--- config.mk ---
export PLATFORM = sky130hd
export DESIGN_NAME = sfu_seq_flat
export DESIGN_NICKNAME = d
export VERILOG_FILES = /design/src/rtl/sfu_seq_if.sv /design/src/rtl/sfu_seq.sv /design/src/flat_wrapper.sv
export SDC_FILE = /design/constraint.sdc
export NUM_CORES = 1
export LEC_CHECK = 0
export CORE_UTILIZATION = 40
export DETAILED_ROUTE_END_ITERATION = 7
export PLACE_DENSITY_LB_ADDON = 0.15
export SLEW_MARGIN = 20
export SYNTH_ARGS = -nofsm -noshare
export SYNTH_HDL_FRONTEND = slang
export SYNTH_SLANG_ARGS = --single-unit
export TNS_END_PERCENT = 50
--- constraint.sdc ---
create_clock -name clk -period 4.25 [get_ports clk]
set_input_delay 0.85 -clock clk [delete_from_list [all_inputs] [get_ports clk]]
set_output_delay 0.85 -clock clk [all_outputs]
set_load 0.005 [all_outputs]
--- src/rtl/sfu_seq_if.sv ---
// Command, psum-SRAM read, SFU control and output-SRAM write signals of the
// SFU sequencer, bundled so the block and its host share one port list.
interface sfu_seq_if #(
  parameter int addr_bw = 11,
  parameter int cnt_bw  = 4
);
  logic               start_i;
  logic [1:0]         mode_i;
  logic [cnt_bw-1:0]  win_len_i;
  logic [cnt_bw-1:0]  num_grp_i;
  logic [addr_bw-1:0] rd_base_i;
  logic [addr_bw-1:0] wr_base_i;
  logic               rd_en_o;
  logic [addr_bw-1:0] rd_addr_o;
  logic               acc_o;
  logic               max_pool_en_o;
  logic               psum_bypass_o;
  logic               wr_en_o;
  logic [addr_bw-1:0] wr_addr_o;
  logic               busy_o;
  logic               done_o;

  // Host side: issues commands, observes the sequencer.
  modport master (
    output start_i, mode_i, win_len_i, num_grp_i, rd_base_i, wr_base_i,
    input  rd_en_o, rd_addr_o, acc_o, max_pool_en_o, psum_bypass_o,
           wr_en_o, wr_addr_o, busy_o, done_o
  );

  // Sequencer side.
  modport slave (
    input  start_i, mode_i, win_len_i, num_grp_i, rd_base_i, wr_base_i,
    output rd_en_o, rd_addr_o, acc_o, max_pool_en_o, psum_bypass_o,
           wr_en_o, wr_addr_o, busy_o, done_o
  );
endinterface

--- src/rtl/sfu_seq.sv ---
// SFU sequencer: walks G windows of N psums through the psum SRAM, drives the
// SFU accumulate / max-pool / bypass controls aligned with the 1-cycle SRAM
// read latency, and writes the SFU results to consecutive output addresses.
//
// Timing from the accepting edge (edge 0):
//   mode 1      : first read on edge 0, one gap/write slot per window,
//                 done_o at G*(N+1)+1.
//   mode 2      : first read on edge 1, one gap between windows,
//                 done_o at G*(N+1)+1.
//   modes 0 / 3 : first read on edge 1, back-to-back reads,
//                 done_o at G*N+2.
// Mode 1 issues its first read straight out of IDLE because its extra
// per-window write slot would otherwise push completion one cycle later.
module sfu_seq #(
  parameter int addr_bw = 11,
  parameter int cnt_bw  = 4
) (
  input  logic     clk,
  input  logic     reset,
  sfu_seq_if.slave bus
);

  typedef enum logic [2:0] {
    S_IDLE  = 3'd0,
    S_ISSUE = 3'd1,
    S_GAP   = 3'd2,
    S_DRAIN = 3'd3,
    S_DONE  = 3'd4
  } state_t;

  localparam logic [1:0] MODE_RELU = 2'd0;
  localparam logic [1:0] MODE_ACC  = 2'd1;
  localparam logic [1:0] MODE_MAX  = 2'd2;
  localparam logic [1:0] MODE_BYP  = 2'd3;

  // A zero-length field means one.
  function automatic logic [cnt_bw-1:0] at_least_one(input logic [cnt_bw-1:0] v);
    return (v == '0) ? cnt_bw'(1) : v;
  endfunction

  state_t state_q, state_d;

  // Latched command fields and walk counters.
  logic [1:0]         mode_q;
  logic [cnt_bw-1:0]  win_q, grp_q;
  logic [addr_bw-1:0] rd_base_q;
  logic [cnt_bw-1:0]  elem_q, gidx_q;
  logic [addr_bw-1:0] rd_cnt_q;

  // Issue-stage view: command inputs while accepting, latched fields otherwise.
  logic               idle, accept;
  logic [1:0]         mode_c;
  logic [cnt_bw-1:0]  win_c, grp_c, elem_c, gidx_c;
  logic [addr_bw-1:0] base_c, rd_cnt_c;
  logic               issue, last_e, last_g, pair_mode, wr_fin;

  // Registered outputs and pipeline tags.
  logic               rd_en_q, acc_q, mp_q, byp_q, wr_en_q, busy_q, done_q;
  logic [addr_bw-1:0] rd_addr_q, wr_addr_q;
  logic               vld_p0, lastg_p0, lasta_p0;
  logic               vld_p1, lastg_p1, lasta_p1;
  logic               wr_last_q;

  // Next values for the registered outputs and counters.
  logic               rd_en_d, acc_d, mp_d, byp_d, wr_en_d, busy_d, done_d;
  logic [addr_bw-1:0] rd_addr_d, wr_addr_d;
  logic               vld_p0_d, lastg_p0_d, lasta_p0_d, wr_last_d;
  logic [cnt_bw-1:0]  elem_nx, gidx_nx;
  logic [addr_bw-1:0] rd_cnt_nx;

  assign idle      = (state_q == S_IDLE);
  assign accept    = idle && bus.start_i;
  assign mode_c    = idle ? bus.mode_i                 : mode_q;
  assign win_c     = idle ? at_least_one(bus.win_len_i) : win_q;
  assign grp_c     = idle ? at_least_one(bus.num_grp_i) : grp_q;
  assign base_c    = idle ? bus.rd_base_i              : rd_base_q;
  assign elem_c    = idle ? '0 : elem_q;
  assign gidx_c    = idle ? '0 : gidx_q;
  assign rd_cnt_c  = idle ? '0 : rd_cnt_q;
  assign issue     = (state_q == S_ISSUE) || (accept && (bus.mode_i == MODE_ACC));
  assign last_e    = (elem_c == win_c - cnt_bw'(1));
  assign last_g    = (gidx_c == grp_c - cnt_bw'(1));
  assign pair_mode = (mode_c == MODE_ACC) || (mode_c == MODE_MAX);
  assign wr_fin    = wr_en_q && wr_last_q;

  // State register.
  always_ff @(posedge clk) begin
    if (reset) state_q <= S_IDLE;
    else       state_q <= state_d;
  end

  // Next-state logic: a window boundary in modes 1/2 costs one GAP cycle.
  always_comb begin
    state_d = state_q;
    case (state_q)
      S_IDLE: begin
        if (bus.start_i) begin
          if (bus.mode_i != MODE_ACC)  state_d = S_ISSUE;
          else if (last_e && last_g)   state_d = S_DRAIN;
          else if (last_e)             state_d = S_GAP;
          else                         state_d = S_ISSUE;
        end
      end
      S_ISSUE: begin
        if (last_e && last_g)          state_d = S_DRAIN;
        else if (last_e && pair_mode)  state_d = S_GAP;
        else                           state_d = S_ISSUE;
      end
      S_GAP:   state_d = S_ISSUE;
      S_DRAIN: if (wr_fin) state_d = S_DONE;
      S_DONE:  state_d = S_IDLE;
      default: state_d = S_IDLE;
    endcase
  end

  // Output logic: next values of every registered output and counter.
  always_comb begin
    // issue stage -> p0 (read request on the SRAM port)
    rd_en_d    = issue;
    rd_addr_d  = issue ? base_c + rd_cnt_c : '0;
    vld_p0_d   = issue;
    lastg_p0_d = issue && last_e;
    lasta_p0_d = issue && last_e && last_g;
    rd_cnt_nx  = issue ? rd_cnt_c + addr_bw'(1) : rd_cnt_c;
    elem_nx    = elem_c;
    gidx_nx    = gidx_c;
    if (issue) begin
      if (last_e) begin
        elem_nx = '0;
        gidx_nx = gidx_c + cnt_bw'(1);
      end else begin
        elem_nx = elem_c + cnt_bw'(1);
      end
    end

    // p0 -> p1 (read data at SFU psum_in), p1 -> p2 (mode 1 write slot)
    acc_d     = vld_p0 && (mode_q == MODE_ACC);
    mp_d      = vld_p0 && !lastg_p0 && (mode_q == MODE_MAX);
    wr_en_d   = 1'b0;
    wr_last_d = 1'b0;
    case (mode_q)
      MODE_ACC: begin
        wr_en_d   = vld_p1 && lastg_p1;
        wr_last_d = vld_p1 && lasta_p1;
      end
      MODE_MAX: begin
        wr_en_d   = vld_p0 && lastg_p0;
        wr_last_d = vld_p0 && lasta_p0;
      end
      MODE_RELU, MODE_BYP: begin
        wr_en_d   = vld_p0;
        wr_last_d = vld_p0 && lasta_p0;
      end
      default: ;
    endcase
    if (accept)       wr_addr_d = bus.wr_base_i;
    else if (wr_en_q) wr_addr_d = wr_addr_q + addr_bw'(1);
    else              wr_addr_d = wr_addr_q;

    // command status
    busy_d = (state_d != S_IDLE);
    byp_d  = (state_d != S_IDLE) && (mode_c == MODE_BYP);
    done_d = wr_fin;
  end

  // Command latch, counters and output registers.
  always_ff @(posedge clk) begin
    if (reset) begin
      mode_q    <= '0;
      win_q     <= '0;
      grp_q     <= '0;
      rd_base_q <= '0;
      elem_q    <= '0;
      gidx_q    <= '0;
      rd_cnt_q  <= '0;
      rd_en_q   <= 1'b0;
      rd_addr_q <= '0;
      vld_p0    <= 1'b0;
      lastg_p0  <= 1'b0;
      lasta_p0  <= 1'b0;
      vld_p1    <= 1'b0;
      lastg_p1  <= 1'b0;
      lasta_p1  <= 1'b0;
      acc_q     <= 1'b0;
      mp_q      <= 1'b0;
      wr_en_q   <= 1'b0;
      wr_last_q <= 1'b0;
      wr_addr_q <= '0;
      busy_q    <= 1'b0;
      byp_q     <= 1'b0;
      done_q    <= 1'b0;
    end else begin
      if (accept) begin
        mode_q    <= bus.mode_i;
        win_q     <= at_least_one(bus.win_len_i);
        grp_q     <= at_least_one(bus.num_grp_i);
        rd_base_q <= bus.rd_base_i;
      end
      elem_q    <= elem_nx;
      gidx_q    <= gidx_nx;
      rd_cnt_q  <= rd_cnt_nx;
      rd_en_q   <= rd_en_d;
      rd_addr_q <= rd_addr_d;
      vld_p0    <= vld_p0_d;
      lastg_p0  <= lastg_p0_d;
      lasta_p0  <= lasta_p0_d;
      vld_p1    <= vld_p0;
      lastg_p1  <= lastg_p0;
      lasta_p1  <= lasta_p0;
      acc_q     <= acc_d;
      mp_q      <= mp_d;
      wr_en_q   <= wr_en_d;
      wr_last_q <= wr_last_d;
      wr_addr_q <= wr_addr_d;
      busy_q    <= busy_d;
      byp_q     <= byp_d;
      done_q    <= done_d;
    end
  end

  assign bus.rd_en_o       = rd_en_q;
  assign bus.rd_addr_o     = rd_addr_q;
  assign bus.acc_o         = acc_q;
  assign bus.max_pool_en_o = mp_q;
  assign bus.psum_bypass_o = byp_q;
  assign bus.wr_en_o       = wr_en_q;
  assign bus.wr_addr_o     = wr_addr_q;
  assign bus.busy_o        = busy_q;
  assign bus.done_o        = done_q;

endmodule

--- src/flat_wrapper.sv ---
// flat-port wrapper written by rule: the top's interface ports become plain ports
module sfu_seq_flat 
#(
  parameter int addr_bw = 11,
  parameter int cnt_bw  = 4
)
  (clk, reset, bus_start_i, bus_mode_i, bus_win_len_i, bus_num_grp_i, bus_rd_base_i, bus_wr_base_i, bus_rd_en_o, bus_rd_addr_o, bus_acc_o, bus_max_pool_en_o, bus_psum_bypass_o, bus_wr_en_o, bus_wr_addr_o, bus_busy_o, bus_done_o);
  sfu_seq_if #(.addr_bw(addr_bw), .cnt_bw(cnt_bw)) bus_i ();
  input  logic clk;
  input  logic reset;
  input wire logic [$bits(bus_i.start_i)-1:0] bus_start_i;
  input wire logic [$bits(bus_i.mode_i)-1:0] bus_mode_i;
  input wire logic [$bits(bus_i.win_len_i)-1:0] bus_win_len_i;
  input wire logic [$bits(bus_i.num_grp_i)-1:0] bus_num_grp_i;
  input wire logic [$bits(bus_i.rd_base_i)-1:0] bus_rd_base_i;
  input wire logic [$bits(bus_i.wr_base_i)-1:0] bus_wr_base_i;
  output wire logic [$bits(bus_i.rd_en_o)-1:0] bus_rd_en_o;
  output wire logic [$bits(bus_i.rd_addr_o)-1:0] bus_rd_addr_o;
  output wire logic [$bits(bus_i.acc_o)-1:0] bus_acc_o;
  output wire logic [$bits(bus_i.max_pool_en_o)-1:0] bus_max_pool_en_o;
  output wire logic [$bits(bus_i.psum_bypass_o)-1:0] bus_psum_bypass_o;
  output wire logic [$bits(bus_i.wr_en_o)-1:0] bus_wr_en_o;
  output wire logic [$bits(bus_i.wr_addr_o)-1:0] bus_wr_addr_o;
  output wire logic [$bits(bus_i.busy_o)-1:0] bus_busy_o;
  output wire logic [$bits(bus_i.done_o)-1:0] bus_done_o;
  assign bus_i.start_i = bus_start_i;
  assign bus_i.mode_i = bus_mode_i;
  assign bus_i.win_len_i = bus_win_len_i;
  assign bus_i.num_grp_i = bus_num_grp_i;
  assign bus_i.rd_base_i = bus_rd_base_i;
  assign bus_i.wr_base_i = bus_wr_base_i;
  assign bus_rd_en_o = bus_i.rd_en_o;
  assign bus_rd_addr_o = bus_i.rd_addr_o;
  assign bus_acc_o = bus_i.acc_o;
  assign bus_max_pool_en_o = bus_i.max_pool_en_o;
  assign bus_psum_bypass_o = bus_i.psum_bypass_o;
  assign bus_wr_en_o = bus_i.wr_en_o;
  assign bus_wr_addr_o = bus_i.wr_addr_o;
  assign bus_busy_o = bus_i.busy_o;
  assign bus_done_o = bus_i.done_o;
  sfu_seq #(.addr_bw(addr_bw), .cnt_bw(cnt_bw)) u_core (.clk(clk), .reset(reset), .bus(bus_i));
endmodule
==> impl_metrics.tcl <==
set metrics [dict create \
    status "finished, final reports clean" \
    arrival_ns 3.42 \
    yosysSeqAreaShare_pct 39.71 \
    hold_buffers 0 \
    clock.fmax_mhz 315.9 \
    hp-class "flop to flop" \
    max-slew-margin-rel_pct 52.01 \
    vias_per_cell 5.120 \
    rows 35 \
    dp.cells 651 \
    grt_pass1_vias 3179 \
    first_pass_iters 4 \
    reg2regPathDepth 10 \
    ys_ff_latch 78 \
    core_um2 9371 \
    gr-usage-all-layers_pct 18.48 \
    die_w_um 101.2 \
    routedWlPerCell_um 13.36 \
    r2r_end "u_core.bus.rd_addr_o[10]" \
    end_kind "flop" \
    dp_hpwl_um 6417 \
    io_buffers 63 \
    yosys_warnings 0 \
    post-synth-top-area-cell "dfxtp_1" \
    syn-cell-area_um2 3933 \
    crit_start "u_core.state_q[0]" \
    finClkSkew_ns 0.01072 \
    yosysTopAreaCellShare_pct 39.71 \
    cts-resized-gates 0 \
    clockBufferDepth 2 \
    crit_path_max_fanout 12 \
    critPathLaunchType "flop" \
    post-route-period-util_pct 74.48 \
    syn_nets 530 \
    avgSynthCellArea_um2 8.262 \
    grt_max_degree 34 \
    leakage_nw 1.916 \
    slew_viol_final 0 \
    cp.required_ns 4.50 \
    die_height_um 101.2 \
    worstMarginPinSlew_ns 0.7159 \
    ant_nets 0 \
    gr-total-overflow 0 \
    drc_errors 0 \
    wl_um 8911 \
    cts_tree "built" \
    powerDensity_nw_per_um2 335.7 \
    post-route-util_pct 51.75 \
    vias 3415 \
    synth_enable_flop_cells 0 \
    critPathKind "flop to flop" \
    setup_viol 0 \
    final_hold_viol_count 0 \
    post_cts_buffers 0 \
    rsz0062_at_grt "false" \
    ctsHtreeMaxLevel 3 \
    stdcell_count 667 \
    synth_ff_type "dfxtp_1" \
    drv_cap 0 \
    cts.sinks 78 \
    grt_antenna_before_repair 0 \
    cts_buffers 9 \
    final_nets 587 \
    pre_cts_ws_ns 0.9763 \
    layout_min_cycle_time_ns 3.166 \
    synthTopCellsByArea "dfxtp_1, nand2_1, ha_1" \
    area_growth_pct 23.32 \
    place_congestion 0.8649 \
    final_area_um2 4850 \
    yosys.cell_types.count 54 \
    antenna_cells 0 \
    postSynth.asyncResetShare_pct 0 \
    placed_cell_area_um2 4666 \
    layout_setup_ws_ns 1.084 \
    yosysMostFrequentCell "nand2_1" \
    drive_above_1_share_pct 5.762 \
    initial_utilization_pct 41.96 \
    io_pins 64 \
    clk_pin_slew_ns 0.08 \
    synth_common_cells "nand2_1, dfxtp_1, nor2_1" \
    worstReg2RegStart "u_core.state_q[0]" \
    drt_iter0_markers 140 \
    grt_pass1_wl_um 14720 \
    worst_skew_pair.late_latency_ns 0.36 \
    cp-endpoint "u_core.bus.rd_addr_o[10]" \
    ir_drop_v 0.0001543 \
    synth_cells 476 \
    die_area_um2 10230 \
    tns_ns 0 \
    r2r_slack_ns 1.08 \
    clock-root-buffer "clkbuf_8" \
]
==> cell usage in the layout (no fill, tap or decap), drive strengths merged, types with 4 or more instances in the layout <==
cell	n
nand2	91
dfxtp	78
clkdlybuf4s50	62
nor2	43
a21oi	38
xnor2	21
ha	18
and2	17
xor2	15
nand3	14
a211oi	14
nor2b	10
clkbuf	10
inv	9
o21ai	9
nor3	7
buf	7
a21o	6
o21a	5
or3	4
mux2i	4
o211ai	4
and3	4
nand4	4
nor4	4
==> worst min-delay path by stage <==
stage | from | endpoint | slack, ns | cells after the start
after global placement | u_core.rd_base_q[3] | u_core.rd_base_q[3] | 0.44 | 2
after CTS | u_core.rd_base_q[6] | u_core.rd_base_q[6] | 0.46 | 2
after detailed placement | u_core.rd_base_q[6] | u_core.rd_base_q[6] | 0.45 | 2
after global routing | u_core.rd_base_q[9] | u_core.rd_base_q[9] | 0.48 | 2
final | u_core.rd_base_q[6] | u_core.rd_base_q[6] | 0.46 | 2
after floorplan | u_core.rd_base_q[0] | u_core.rd_base_q[0] | 0.44 | 2
==> final cells by class <==
type / count / area, µm²
clock inverters: 6 / 46.29
repair buffers: 69 / 670.6
well taps: 129 / 161.4
flip-flops and latches: 78 / 1562
multi-input cells: 367 / 2242
fillers: 924 / 4522
inverters: 8 / 30.03
clock buffers: 10 / 137.6
==> worst max-delay path, cell delays in order, from the launching register on <==
cell	delay [ns]
dfxtp_1	0.41
or3_1	0.57
and2_1	0.29
ha_1	0.23
fa_1	0.41
a21o_1	0.17
a21o_1	0.23
a2111o_1	0.42
a21oi_1	0.16
xnor2_1	0.13
nor2_1	0.05
==> logic make-up after synthesis <==
family | after synthesis | synth area share (%)
AOI/OAI and AO/OA | 95 | 15.81
xor gates and xnor gates | 36 | 8.018
adders and majority gates | 19 | 6.236
buffers and inverters | 31 | 3.404
DFF | 78 | 39.71
muxes | 4 | 1.018
and+or+nand+nor | 213 | 25.80
==> stage by stage <==
step	hold slack, ns	power [mW]
CTS	0.4589	1.652
finish	0.4574	1.628
global route	0.4819	1.717
global placement	0.4421	1.122
floorplan	0.4366	0.9991
detailed placement	0.4468	1.126
==> state kept, by name, indices dropped and copies added (netlist names), 2 cells and up <==
| name | count |
|---|---|
| u_core.elem_q | 4 |
| u_core.win_q | 4 |
| u_core.rd_base_q | 11 |
| u_core.bus.rd_addr_o | 11 |
| u_core.state_q | 3 |
| u_core.bus.wr_addr_o | 11 |
| u_core.grp_q | 4 |
| u_core.mode_q | 2 |
| u_core.rd_cnt_q | 11 |
| u_core.gidx_q | 4 |
==> routing by layer <==
| metal | vias up | global-route usage (%) | routed length [µm] |
|---|---|---|---|
| met5 | - | 0 | 0 |
| met3 | 6 | 4.003 | 310 |
| met4 | 0 | 6.355 | 57 |
| li1 | 1758 | - | - |
| met2 | 54 | 31.08 | 4329 |
| met1 | 1597 | 23.44 | 4214 |
==> where the power goes <==
| group | switching (mW) | internal, mW |
|---|---|---|
| clock | 0.289 | 0.231 |
| sequential | 0.0327 | 0.771 |
| combinational | 0.158 | 0.146 |
| total | 0.480 | 1.15 |
No activity file was read; power rests on OpenSTA's default activity.
